**src/rtl/adc_pkg.sv**
```systemverilog
// adc_pkg: shared types and default constants for the ADC sample controller.
package adc_pkg;

    // Controller sequencing states.
    typedef enum logic [2:0] {
        IDLE      = 3'd0,
        WAIT_TICK = 3'd1,
        START     = 3'd2,
        CONVERT   = 3'd3,
        STORE     = 3'd4
    } state_t;

    localparam int DWIDTH_DEFAULT  = 32;
    localparam int DEPTH_DEFAULT   = 8;
    localparam int TIMEOUT_DEFAULT = 64;

    // Interval timer reload: a period of 0 behaves like 1, so the load saturates at 0.
    function automatic logic [15:0] interval_load(input logic [15:0] period);
        return (period == 16'd0) ? 16'd0 : period - 16'd1;
    endfunction

endpackage

```
**src/rtl/adc_sample_ctrl_if.sv**
```systemverilog
// adc_sample_ctrl_if: CPU configuration/readout and ADC handshake signals of the sample controller.
interface adc_sample_ctrl_if #(
    parameter int DWIDTH = 32,
    parameter int DEPTH  = 8
);
    localparam int CW = $clog2(DEPTH) + 1;

    logic              enable;
    logic [15:0]       period;
    logic              adc_start;
    logic              adc_done;
    logic [DWIDTH-1:0] adc_raw;
    logic              rd_en;
    logic [DWIDTH-1:0] adcdata;
    logic              sample_valid;
    logic [CW-1:0]     fifo_count;
    logic              overflow;
    logic              timeout_err;
    logic              clr_err;

    // The controller side.
    modport master (
        input  enable, period, adc_done, adc_raw, rd_en, clr_err,
        output adc_start, adcdata, sample_valid, fifo_count, overflow, timeout_err
    );

    // The CPU/ADC environment side.
    modport slave (
        output enable, period, adc_done, adc_raw, rd_en, clr_err,
        input  adc_start, adcdata, sample_valid, fifo_count, overflow, timeout_err
    );

endinterface

```
**src/rtl/sample_fifo.sv**
```systemverilog
// sample_fifo: circular sample buffer with occupancy count; a pop frees room for a same-cycle push.
module sample_fifo #(
    parameter int DWIDTH = 32,
    parameter int DEPTH  = 8
) (
    input  logic                       clock,
    input  logic                       reset,
    input  logic                       push,
    input  logic [DWIDTH-1:0]          din,
    input  logic                       pop,
    output logic [DWIDTH-1:0]          dout,
    output logic [$clog2(DEPTH):0]     count,
    output logic                       drop
);
    localparam int AW = $clog2(DEPTH);
    localparam int CW = AW + 1;
    localparam logic [CW-1:0] FULL_CNT = CW'(DEPTH);

    logic [DWIDTH-1:0] mem [DEPTH];
    logic [AW-1:0]     wr_ptr;
    logic [AW-1:0]     rd_ptr;
    logic              empty;
    logic              full;
    logic              pop_ok;
    logic              push_ok;

    assign empty   = (count == '0);
    assign full    = (count == FULL_CNT);
    assign pop_ok  = pop && !empty;
    assign push_ok = push && (!full || pop_ok);
    assign drop    = push && !push_ok;
    // Head is gated while empty so the read port reads 0 after reset.
    assign dout    = empty ? '0 : mem[rd_ptr];

    // Sample storage: data only, no reset needed.
    always_ff @(posedge clock) begin
        if (push_ok) begin
            mem[wr_ptr] <= din;
        end
    end

    // Pointers wrap naturally at DEPTH (power of two); count tracks occupancy 0..DEPTH.
    always_ff @(posedge clock or negedge reset) begin
        if (!reset) begin
            wr_ptr <= '0;
            rd_ptr <= '0;
            count  <= '0;
        end else begin
            if (push_ok) begin
                wr_ptr <= wr_ptr + 1'b1;
            end
            if (pop_ok) begin
                rd_ptr <= rd_ptr + 1'b1;
            end
            case ({push_ok, pop_ok})
                2'b10:   count <= count + 1'b1;
                2'b01:   count <= count - 1'b1;
                default: count <= count;
            endcase
        end
    end

endmodule

```
**src/rtl/adc_sample_ctrl.sv**
```systemverilog
// adc_sample_ctrl: paces ADC conversions at a programmable interval, guards each
// conversion with a timeout and queues results for the CPU in sample_fifo.
module adc_sample_ctrl
    import adc_pkg::*;
#(
    parameter int DWIDTH  = DWIDTH_DEFAULT,
    parameter int DEPTH   = DEPTH_DEFAULT,
    parameter int TIMEOUT = TIMEOUT_DEFAULT
) (
    input  logic              clock,
    input  logic              reset,
    adc_sample_ctrl_if.master bus
);
    localparam int CW = $clog2(DEPTH) + 1;
    localparam int TW = (TIMEOUT > 1) ? $clog2(TIMEOUT) : 1;
    localparam logic [TW-1:0] CONV_LAST = TW'(TIMEOUT - 1);

    state_t            state;
    logic [15:0]       timer;
    logic [TW-1:0]     conv_cnt;
    logic              adc_start_r;
    logic              timeout_r;
    logic              overflow_r;
    logic [DWIDTH-1:0] sample;
    logic              push;
    logic              fifo_drop;
    logic [CW-1:0]     fifo_cnt;
    logic [DWIDTH-1:0] fifo_dout;

    assign push = (state == STORE);

    // Sequencer: interval wait, start pulse, conversion watchdog, store.
    always_ff @(posedge clock or negedge reset) begin
        if (!reset) begin
            state       <= IDLE;
            timer       <= '0;
            conv_cnt    <= '0;
            adc_start_r <= 1'b0;
            timeout_r   <= 1'b0;
        end else begin
            adc_start_r <= 1'b0;
            // A timeout in this same clock overrides the clear below.
            if (bus.clr_err) begin
                timeout_r <= 1'b0;
            end
            case (state)
                IDLE: begin
                    if (bus.enable) begin
                        timer <= interval_load(bus.period);
                        state <= WAIT_TICK;
                    end
                end
                WAIT_TICK: begin
                    if (!bus.enable) begin
                        state <= IDLE;
                    end else if (timer == 16'd0) begin
                        adc_start_r <= 1'b1;
                        state       <= START;
                    end else begin
                        timer <= timer - 16'd1;
                    end
                end
                START: begin
                    conv_cnt <= '0;
                    state    <= CONVERT;
                end
                CONVERT: begin
                    if (bus.adc_done) begin
                        state <= STORE;
                    end else if (conv_cnt == CONV_LAST) begin
                        timeout_r <= 1'b1;
                        timer     <= interval_load(bus.period);
                        state     <= WAIT_TICK;
                    end else begin
                        conv_cnt <= conv_cnt + 1'b1;
                    end
                end
                STORE: begin
                    timer <= interval_load(bus.period);
                    state <= bus.enable ? WAIT_TICK : IDLE;
                end
                default: state <= IDLE;
            endcase
        end
    end

    // Capture the conversion result; only meaningful while converting.
    always_ff @(posedge clock) begin
        if (state == CONVERT && bus.adc_done) begin
            sample <= bus.adc_raw;
        end
    end

    // Sticky overflow flag; a drop in the same clock wins over the clear.
    always_ff @(posedge clock or negedge reset) begin
        if (!reset) begin
            overflow_r <= 1'b0;
        end else if (fifo_drop) begin
            overflow_r <= 1'b1;
        end else if (bus.clr_err) begin
            overflow_r <= 1'b0;
        end
    end

    sample_fifo #(
        .DWIDTH (DWIDTH),
        .DEPTH  (DEPTH)
    ) u_fifo (
        .clock (clock),
        .reset (reset),
        .push  (push),
        .din   (sample),
        .pop   (bus.rd_en),
        .dout  (fifo_dout),
        .count (fifo_cnt),
        .drop  (fifo_drop)
    );

    assign bus.adc_start    = adc_start_r;
    assign bus.adcdata      = fifo_dout;
    assign bus.fifo_count   = fifo_cnt;
    assign bus.sample_valid = (fifo_cnt != '0);
    assign bus.overflow     = overflow_r;
    assign bus.timeout_err  = timeout_r;

endmodule

```
**src/flat_wrapper.sv**
```systemverilog
// flat-port wrapper written by rule: the top's interface ports become plain ports
module adc_sample_ctrl_flat import adc_pkg::*;
#(
    parameter int DWIDTH  = DWIDTH_DEFAULT,
    parameter int DEPTH   = DEPTH_DEFAULT,
    parameter int TIMEOUT = TIMEOUT_DEFAULT
)
  (clock, reset, bus_enable, bus_period, bus_adc_done, bus_adc_raw, bus_rd_en, bus_clr_err, bus_adc_start, bus_adcdata, bus_sample_valid, bus_fifo_count, bus_overflow, bus_timeout_err);
  adc_sample_ctrl_if #(.DWIDTH(DWIDTH), .DEPTH(DEPTH)) bus_i ();
  input  logic clock;
  input  logic reset;
  input wire logic [$bits(bus_i.enable)-1:0] bus_enable;
  input wire logic [$bits(bus_i.period)-1:0] bus_period;
  input wire logic [$bits(bus_i.adc_done)-1:0] bus_adc_done;
  input wire logic [$bits(bus_i.adc_raw)-1:0] bus_adc_raw;
  input wire logic [$bits(bus_i.rd_en)-1:0] bus_rd_en;
  input wire logic [$bits(bus_i.clr_err)-1:0] bus_clr_err;
  output wire logic [$bits(bus_i.adc_start)-1:0] bus_adc_start;
  output wire logic [$bits(bus_i.adcdata)-1:0] bus_adcdata;
  output wire logic [$bits(bus_i.sample_valid)-1:0] bus_sample_valid;
  output wire logic [$bits(bus_i.fifo_count)-1:0] bus_fifo_count;
  output wire logic [$bits(bus_i.overflow)-1:0] bus_overflow;
  output wire logic [$bits(bus_i.timeout_err)-1:0] bus_timeout_err;
  assign bus_i.enable = bus_enable;
  assign bus_i.period = bus_period;
  assign bus_i.adc_done = bus_adc_done;
  assign bus_i.adc_raw = bus_adc_raw;
  assign bus_i.rd_en = bus_rd_en;
  assign bus_i.clr_err = bus_clr_err;
  assign bus_adc_start = bus_i.adc_start;
  assign bus_adcdata = bus_i.adcdata;
  assign bus_sample_valid = bus_i.sample_valid;
  assign bus_fifo_count = bus_i.fifo_count;
  assign bus_overflow = bus_i.overflow;
  assign bus_timeout_err = bus_i.timeout_err;
  adc_sample_ctrl #(.DWIDTH(DWIDTH), .DEPTH(DEPTH), .TIMEOUT(TIMEOUT)) u_core (.clock(clock), .reset(reset), .bus(bus_i));
endmodule
```
**config.mk**
```make
export PLATFORM = sky130hd
export DESIGN_NAME = adc_sample_ctrl_flat
export DESIGN_NICKNAME = d
export VERILOG_FILES = /design/src/rtl/adc_pkg.sv /design/src/rtl/adc_sample_ctrl_if.sv /design/src/rtl/sample_fifo.sv /design/src/rtl/adc_sample_ctrl.sv /design/src/flat_wrapper.sv
export SDC_FILE = /design/constraint.sdc
export NUM_CORES = 1
export LEC_CHECK = 0
export BUFFER_PORTS_ARGS = -buffer_cell sky130_fd_sc_hd__buf_2
export CAP_MARGIN = 20
export CORE_ASPECT_RATIO = 1.25
export CORE_MARGIN = 2
export CORE_UTILIZATION = 60
export CTS_BUF_LIST = sky130_fd_sc_hd__clkbuf_8
export CTS_CLUSTER_SIZE = 10
export DETAILED_ROUTE_END_ITERATION = 12
export PLACE_DENSITY = 0.78
export SLEW_MARGIN = 25
export SYNTH_ARGS = -nofsm -noshare
export SYNTH_HDL_FRONTEND = slang
export SYNTH_SLANG_ARGS = --single-unit
```
**constraint.sdc**
```tcl
create_clock -name clock -period 6.6 [get_ports clock]
set_input_delay 1.65 -clock clock [delete_from_list [all_inputs] [get_ports clock]]
set_output_delay 1.65 -clock clock [all_outputs]
set_load 0.1 [all_outputs]
```
==> impl_results.md, run 1 <==
* ANT cells at 0
* Skew final at 11.5 ps
* Total power at 6.42 mW
* Die height at 170 um
* Grt total ovfl at 0
* Reg clk slew, reported paths at 60 ps
* WL per Instance at 22.3 um
* Synth Cell Area at 13200 um^2
* CTS Sinks at 326
* Post-CTS Setup Bufs at 0
* PostCTS Resize Cnt at 0
* Root Driver: clkbuf_8
* Post-route DRC at 0
* Vias in the first global route at 7394
* P&R area growth vs syn at 12.9%
* EDFF count, synth at 288
* Reg2Reg Setup Slack at 3770 ps
* Required @ worst endpoint at 4950 ps
* Hold wc startpoint: u_core.bus.timeout_err$_DFF_PN0_
* PD cells at 430 nW/um^2
* Max-cap viol count at 0
* Clk Latency, worst-skew pair at 550 ps
* Slew headroom at 0.357
* #FFs+latches synth at 326
* R2R Path End: u_core.u_fifo.mem[6][6]$_DFFE_PP_
* Initial Util at 0.613
* Type of element capturing the critical path: output pin
* First-pass iteration count of the detailed router at 5
* DP Area at 14100 um^2
* Area of the multi-input gates at 3480 um^2
* Post-synthesis instance total at 737
* Critical path class: flop to output pin
* CTS Buf Count at 46
* Most frequent cells in the layout: 288 x edfxtp_1, 93 x buf_2, 64 x mux4_2
* GP Congestion at 0.848
* Synthesis Warnings at 0
* First-pass GRT wire length at 39300 um
* Finish-stage setup viols at 0
* CP Max Fanout at 30
* Critical Path AT at 3070 ps
* DR iter-0 viols at 551
* Die X at 137 um
* Final instance area at 14900 um^2
* DR vias/cell at 6.12
* Worst r2r path cells at 5
* Hold-fix buffer count after cts at 0
* Core area at 21500 um^2
* Unrepaired setup endpoints after global routing: no
* Worst hold endpoint: u_core.bus.timeout_err$_DFF_PN0_
* PortBufs at 93
* Post-Synthesis Mean Instance Area at 17.9 um^2
* Netlist cell types at 59
* Reg area at 9610 um^2
* Actual slew at the worst max-slew pin at 965 ps
* Fmax at 212 MHz
* Post-Syn Nets at 800
* Via count at 7159
* Worst flop-to-flop path startpoint: u_core.state[2]$_DFFE_PN0P_
* Final wirelength at 26100 um
* Die ar. at 23200 um^2
* DP Wirelength at 15200 um
* Outcome: completed
* FILL cells at 1387
* Share of cells above drive strength 1 at 0.278
* Detail Route Antenna Nets at 0
* Cells on Worst Hold Path at 2
* CTS tree: yes
* Initial antenna violation count at 0
* Most used DFF post-synth: edfxtp_1
* Fin nets at 920
* Sequential-to-total area share from yosys stat at 0.727
* Period minus WS final at 4720 ps
* Critical Path Source Type: flop
* Final period utilization at 0.715
* Final hold violation count at 0
* Maximum vdd drop at 0.509 mV
* Leading cell type in the layout, fill and taps excluded: edfxtp_1
* Static leakage at 5.23 nW
* Share of synthesized flip-flops with an asynchronous set or reset at 0.117
* Largest net degree at the start of global routing at 46
* IO Pins at 94
* Hold/Removal Path Class: flop to flop
* Clock buffer depth at 3
* H-tree level count at 2
* Row count at 60
* Final TNS setup at 0 ps
* GRT Overall Usage at 0.229
* Fin. max-slew vios at 0
## flip-flops by register name, summed over array words and instances (netlist names)
signal                  flops
u_core.bus.adc_start        1
u_core.u_fifo.wr_ptr        3
u_core.u_fifo.count         4
u_core.sample              32
u_core.timer               16
u_core.conv_cnt             6
u_core.u_fifo.mem         256
u_core.bus.timeout_err      1
u_core.state                3
u_core.u_fifo.rd_ptr        3
u_core.bus.overflow         1
## cells by family after synthesis
logic type               share of synthesized area
flip-flops                                   0.727
AND/OR/NAND/NOR                             0.0577
multiplexers                                 0.140
AO/OA/AOI/OAI                               0.0415
buffers and inverters                       0.0149
XOR/XNOR                                   0.00994
adder cells (fa/ha/maj)                    0.00909
## report_power, final
part	switching (mW)	total, mW	internal [mW]
Sequential	0.233	2.50	2.27
Clock	0.703	1.44	0.741
Combinational	1.80	2.47	0.668
Total	2.74	6.42	3.68
## cell usage after synthesis (5+ instances only)
cell / n / area [um^2]
nor4_1: 5 / 31.3
clkbuf_1: 22 / 82.6
ha_1: 8 / 100
nand3_1: 12 / 60.1
inv_1: 14 / 52.6
mux2i_1: 38 / 380
mux4_2: 64 / 1440
dfrtp_1: 38 / 951
a21oi_1: 17 / 85.1
buf_2: 7 / 35.0
nand2_1: 21 / 78.8
or3_1: 6 / 37.5
xnor2_1: 10 / 87.6
nor2_1: 57 / 214
edfxtp_1: 288 / 8650
nor3_1: 14 / 70.1
xor2_1: 5 / 43.8
and3_1: 5 / 31.3
o21ai_0: 35 / 175
## per-layer routing
metal	track usage	vias to the layer above	share of wire
met5	0	-	0
met3	0.0390	41	0.061
met1	0.282	3663	0.39
met2	0.415	271	0.53
li1	-	3184	-
met4	0.0657	0	0.018
## critical path: stages (launching register included)
cell     delay (ps)
dfrtp_4         840
buf_4           510
mux4_2          550
mux2i_1         210
nor2_1           70
buf_2           310
## worst max-delay path by stage
stage / startpoint / to / cells after the start
after global routing: u_core.u_fifo.rd_ptr[0]$_DFFE_PN0P_ / bus_adcdata[8] / 5
final: u_core.u_fifo.rd_ptr[0]$_DFFE_PN0P_ / bus_adcdata[8] / 5
after global placement: u_core.u_fifo.rd_ptr[1]$_DFFE_PN0P_ / bus_adcdata[31] / 5
after detailed placement: u_core.u_fifo.rd_ptr[1]$_DFFE_PN0P_ / bus_adcdata[31] / 5
after floorplan: bus_rd_en / u_core.u_fifo.mem[0][0]$_DFFE_PP_ / 3
after CTS: u_core.u_fifo.rd_ptr[1]$_DFFE_PN0P_ / bus_adcdata[2] / 5
## layout make-up
cell class,count,share of cell area
Sequential cell,326,0.644
Multi-Input combinational cell,363,0.233
Clock buffer,47,0.0434
Timing Repair Buffer,106,0.0391
Inverter,14,0.00352
Tap cell,279,0.0234
Clock inverter,34,0.0132
## through the flow
stage	utilization	setup slack, ps	hold slack [ps]	std cells
global route	0.692	1660	560	1169
CTS	0.692	1710	530	1169
floorplan	-	660	479	737
finish	0.692	1880	533	1169
global placement	0.652	2360	505	1087
detailed placement	0.653	2310	520	1088
Power figures use the tool's default switching activity.
==> run 2: changes to the inputs <==
- ABC_AREA: not set -> 1
- CORE_UTILIZATION: 60 -> 57
- clock period: 6.6 -> 4 ns (I/O delays scaled with it)
==> impl_results.md, run 2 <==
* First-pass iteration count of the detailed router at 5
* EDFF count, synth at 288
* Final TNS setup at 0 ps
* Leading cell type in the layout, fill and taps excluded: edfxtp_1
* # placed instances at 1609
* Initial Util at 0.581
* GRT Overall Usage at 0.231
* PostCTS Resize Cnt at 0
* GP Congestion at 0.886
* Most used DFF post-synth: edfxtp_1
* Type of element capturing the critical path: output pin
* Critical Path AT at 2800 ps
* FILL cells at 1627
* WL per Instance at 16.9 um
* Worst r2r path cells at 13
* First-pass GRT wire length at 45800 um
* Final instance area at 16200 um^2
* Clk Latency, worst-skew pair at 580 ps
* ANT cells at 0
* Largest net degree at the start of global routing at 130
* Synth top cells by count: 288 x edfxtp_1, 278 x nor2_1, 203 x o21ai_0, 149 x nand2_1, 55 x inv_1
* Yosys top cell by area: edfxtp_1
* Root Driver: clkbuf_8
* Fin. max-slew vios at 0
* Met3 usage at 0.0429
* Final period utilization at 0.951
* H-tree level count at 2
* Actual slew at the worst max-slew pin at 583 ps
* Fmax at 263 MHz
* Detail Route Antenna Nets at 0
* Final hold violation count at 0
* Hold-fix buffer count after cts at 0
* Core area at 23700 um^2
* Via count at 9302
* Final wirelength at 28700 um
* DP Wirelength at 17100 um
* CTS Sinks at 326
* Area of the multi-input gates at 4020 um^2
* P&R area growth vs syn at 17.2%
* Unrepaired setup endpoints after global routing: no
* DR vias/cell at 5.46
* Share of synthesized flip-flops with an asynchronous set or reset at 0.117
* Post-Synthesis Mean Instance Area at 11.2 um^2
* Row count at 63
* Hold/Removal Path Class: input pin to asynchronous set/reset pin
* Skew final at 19.3 ps
* CTS Buf Count at 50
* #FFs+latches synth at 326
* Die ar. at 25500 um^2
* R2R Path End: u_core.u_fifo.count[3]$_DFFE_PN0P_
* Largest registers: u_core.u_fifo.mem x256, u_core.sample x32, u_core.timer x16
* Finish-stage setup viols at 0
* Sequential-to-total area share from yosys stat at 0.696
* CP Max Fanout at 48
* Reg2Reg Setup Slack at 1450 ps
* Worst flop-to-flop path startpoint: u_core.u_fifo.count[0]$_DFFE_PN0P_
* Share of the synthesized area in the top cell type at 0.627
* DP Area at 15200 um^2
* Fin nets at 1399
* Post-Syn Nets at 1291
* Most frequent cells in the layout: 288 x edfxtp_1, 270 x nor2_1, 203 x o21ai_0
* PortBufs at 93
* Post-Layout Cell Count at 1703
* Required @ worst endpoint at 3000 ps
* Synth Cell Area at 13800 um^2
* GR Layer Usage met1 at 0.292
* Post-synthesis instance total at 1228
* Share of cells above drive strength 1 at 0.187
* Critical path class: flop to output pin
* Max FFs per register at 256
* Vias in the first global route at 9194
* Period minus WS final at 3800 ps
* Grt total ovfl at 0
* GRT busiest layer: met2
* Post-CTS Setup Bufs at 0
* Slew headroom at 0.611
* Outcome: completed
* Post-route DRC at 0
* Synthesis Warnings at 0
* Largest Register: u_core.u_fifo.mem
* DR iter-0 viols at 693
* Reg clk slew, reported paths at 60 ps
* Hold_ws at 405 ps
* Reg area at 9600 um^2
* Area contributors post-synth: edfxtp_1 63%, nor2_1 7.6%, o21ai_0 7.4%
* Die height at 178 um
* Die X at 143 um
* Max-cap viol count at 0
* CTS tree: yes
* Netlist cell types at 37
* Cell with the most instances after synthesis: edfxtp_1
* Clock buffer depth at 3
* Critical Path Source Type: flop
* GR Util met2 at 0.406
* Initial antenna violation count at 0
* IO Pins at 94
run 2: cell count changes after synthesis, moves of 10 or more:
cell | previous run | this run
o21ai_0 | 35 | 203
a31oi_1 | 4 | 32
a21oi_1 | 17 | 6
mux4_2 | 64 | 0
nand3_1 | 12 | 34
nand2_1 | 21 | 149
o21ai_1 | 1 | 15
inv_1 | 14 | 55
nor3_1 | 14 | 3
buf_2 | 7 | 17
nor2_1 | 57 | 278
mux2i_1 | 38 | 0
run 2: worst max-delay path: stages (launching register included):
cell and delay [ps]:
dfrtp_4 490, clkinv_2 380, buf_12 280, nor2_1 70, o21ai_1 160, o21ai_0 120
a31oi_2 240, buf_2 470
run 2: cell families (layout without fill, tap and decap cells):
group	Yosys count	count (layout)	share of synthesized area
AO/OA/AOI/OAI	262	262	0.100
XOR/XNOR	17	17	0.0108
adder cells (fa/ha/maj)	9	9	0.00871
buffers and inverters	120	270	0.0359
flip-flops	326	326	0.696
AND/OR/NAND/NOR	494	494	0.149
run 2: stage by stage:
step | util | worst slack (ps)
3_5_place_dp | 0.639 | 818
3_3_place_gp | 0.639 | 889
4_1_cts | 0.681 | 201
6_report | 0.681 | 198
2_1_floorplan | - | 50.0
5_1_grt | 0.681 | 91.1
run 2: worst max path at each step:
stage	startpoint	cells past startpoint	to
2_1_floorplan	u_core.u_fifo.count[3]$_DFFE_PN0P_	4	bus_adcdata[0]
3_3_place_gp	u_core.u_fifo.rd_ptr[0]$_DFFE_PN0P_	7	bus_adcdata[18]
3_5_place_dp	u_core.u_fifo.rd_ptr[0]$_DFFE_PN0P_	7	bus_adcdata[18]
4_1_cts	u_core.u_fifo.rd_ptr[0]$_DFFE_PN0P_	7	bus_adcdata[18]
5_1_grt	u_core.u_fifo.rd_ptr[0]$_DFFE_PN0P_	7	bus_adcdata[8]
6_report	u_core.u_fifo.rd_ptr[0]$_DFFE_PN0P_	7	bus_adcdata[18]
run 2: cell type report:
cell class,count,area share
Sequential cell,326,0.594
Clock inverter,40,0.0165
Clock buffer,54,0.0460
Tap cell,325,0.0252
Timing Repair Buffer,112,0.0543
Multi-Input combinational cell,782,0.249
Inverter,64,0.0150
run 2: layer usage:
metal  part of all wire  up-vias
met3              0.068       42
met4              0.017        0
met1               0.40     4443
li1                   -     4491
met2               0.51      326
met5                  0        -
Power of run 2 is left out: the tool's default activity adds up to more than one toggle a clock period on the data nets, which glitch-free logic cannot reach.
==> run 3: changes to the inputs <==
- CORE_UTILIZATION: 57 -> 60
- RECOVER_POWER: not set -> 25
- clock period: 4 -> 4.1 ns (I/O delays scaled with it)
==> impl_results.md, run 3 (same netlist as run 2, synthesis figures left out) <==
* Critical Path Source Type: flop
* First-pass iteration count of the detailed router at 5
* DR top layer: met4
* Via count at 9373
* Fin nets at 1404
* Final wirelength at 29500 um
* Initial antenna violation count at 0
* Die X at 140 um
* Hold/Removal Path Class: flop to flop
* DP Wirelength at 18300 um
* Leading cell type in the layout, fill and taps excluded: edfxtp_1
* DR vias/cell at 5.64
* CTS tree: yes
* First-pass GRT wire length at 47600 um
* WL per Instance at 17.8 um
* Core area at 22800 um^2
* Clk Latency, worst-skew pair at 550 ps
* Post-CTS Setup Bufs at 0
* Final period utilization at 0.946
* Met3 WL at 1800 um
* Post-Layout Cell Count at 1662
* Final TNS setup at 0 ps
* WP depth at 6
* Post-route DRC at 0
* Unrepaired setup endpoints after global routing: no
* CP cell instances: buf_4 > o21ai_0 > o21ai_0 > o21ai_0 > a31oi_1 > buf_2
* ANT cells at 0
* Final hold violation count at 0
* CP Max Fanout at 33
* P&R area growth vs syn at 15.0%
* Clock buffer depth at 3
* Grt total ovfl at 0
* CTS Buf Count at 49
* Cells on Worst Hold Path at 2
* Critical path class: flop to output pin
* Worst r2r path cells at 7
* Outcome: completed
* Critical Path AT at 2850 ps
* H-tree level count at 2
* Row count at 62
* Share of cells above drive strength 1 at 0.183
* WL met2 at 15300 um
* GP Congestion at 0.842
* Detail Route Antenna Nets at 0
* Crit path top cell by count: o21ai_0
* Finish-stage setup viols at 0
* Met1 WL at 11600 um
* DR iter-0 viols at 719
* PortBufs at 93
* Die height at 174 um
* Actual slew at the worst max-slew pin at 923 ps
* Vias in the first global route at 9350
* Skew final at 11.2 ps
* # placed instances at 1578
* Die ar. at 24200 um^2
* Period minus WS final at 3880 ps
* Type of element capturing the critical path: output pin
* GRT Overall Usage at 0.247
* Fmax at 258 MHz
* Initial Util at 0.605
* Slew headroom at 0.384
* CTS Sinks at 326
* Slowest stage cell, crit path: dfrtp_2
* Top delay family on crit path: buffers and inverters
* Root Driver: clkbuf_8
* Bufs and invs on worst path at 2
* Largest Register: u_core.u_fifo.mem
* Most frequent cells in the layout: 288 x edfxtp_1, 270 x nor2_1, 203 x o21ai_0
* Slowest Stage Delay on Critical Path at 710 ps
* Max-cap viol count at 0
* IO Pins at 94
* Largest registers: u_core.u_fifo.mem x256, u_core.sample x32, u_core.timer x16
* Largest net degree at the start of global routing at 82
* Required @ worst endpoint at 3070 ps
* Fin. max-slew vios at 0
* Max FFs per register at 256
* Reg clk slew, reported paths at 60 ps
==> run 3: cell type report <==
class | count | area (um^2)
Clock buffer | 53 | 729
Multi-Input combinational cell | 782 | 4020
Clock inverter | 31 | 183
Tap cell | 288 | 360
Inverter | 64 | 243
Sequential cell | 326 | 9600
Fill cell | 1597 | 6950
Timing Repair Buffer | 118 | 719
==> run 3: worst paths after layout <==
| kind | slack (ps) | from | to |
|---|---|---|---|
| min in group asynchronous | 610 | reset | u_core.conv_cnt[2]$_DFFE_PN0P_ |
| min | 520 | u_core.timer[14]$_DFFE_PN0P_ | u_core.timer[14]$_DFFE_PN0P_ |
| max reg2reg | 1540 | u_core.state[0]$_DFFE_PN0P_ | u_core.u_fifo.mem[6][14]$_DFFE_PP_ |
| max in group asynchronous | 2810 | reset | u_core.u_fifo.rd_ptr[0]$_DFFE_PN0P_ |
| min reg2reg | 520 | u_core.timer[14]$_DFFE_PN0P_ | u_core.timer[14]$_DFFE_PN0P_ |
| max | 220 | u_core.u_fifo.rd_ptr[1]$_DFFE_PN0P_ | bus_adcdata[1] |
==> run 3: layer usage <==
metal	vias to the layer above	GRT usage
met1	4475	0.310
met2	332	0.433
li1	4501	-
met5	-	0
met4	0	0.0892
met3	65	0.0431
==> run 3: worst reg2reg max path: stages, from the launching register on <==
cell,delay [ps]
dfrtp_1,440
inv_1,100
nand2_1,120
nor2_1,150
nand2_1,100
or2_2,390
nor2_4,620
buf_4,330
==> run 3: timing repair <==
action	in CTS	in global routing
hold buffers	0	0
endpoints found under the setup margin	0	4
resized for setup	0	1
==> run 3: stage by stage <==
step	hold WS, ps	instance area [um^2]	setup slack [ps]	utilization
after floorplan	470	14100	125	-
after global placement	501	14900	784	0.655
final	523	15900	223	0.695
after CTS	519	15900	96.5	0.695
after global routing	550	15900	19.5	0.695
after detailed placement	505	14900	702	0.655
Power of run 3 is left out for the same reason.
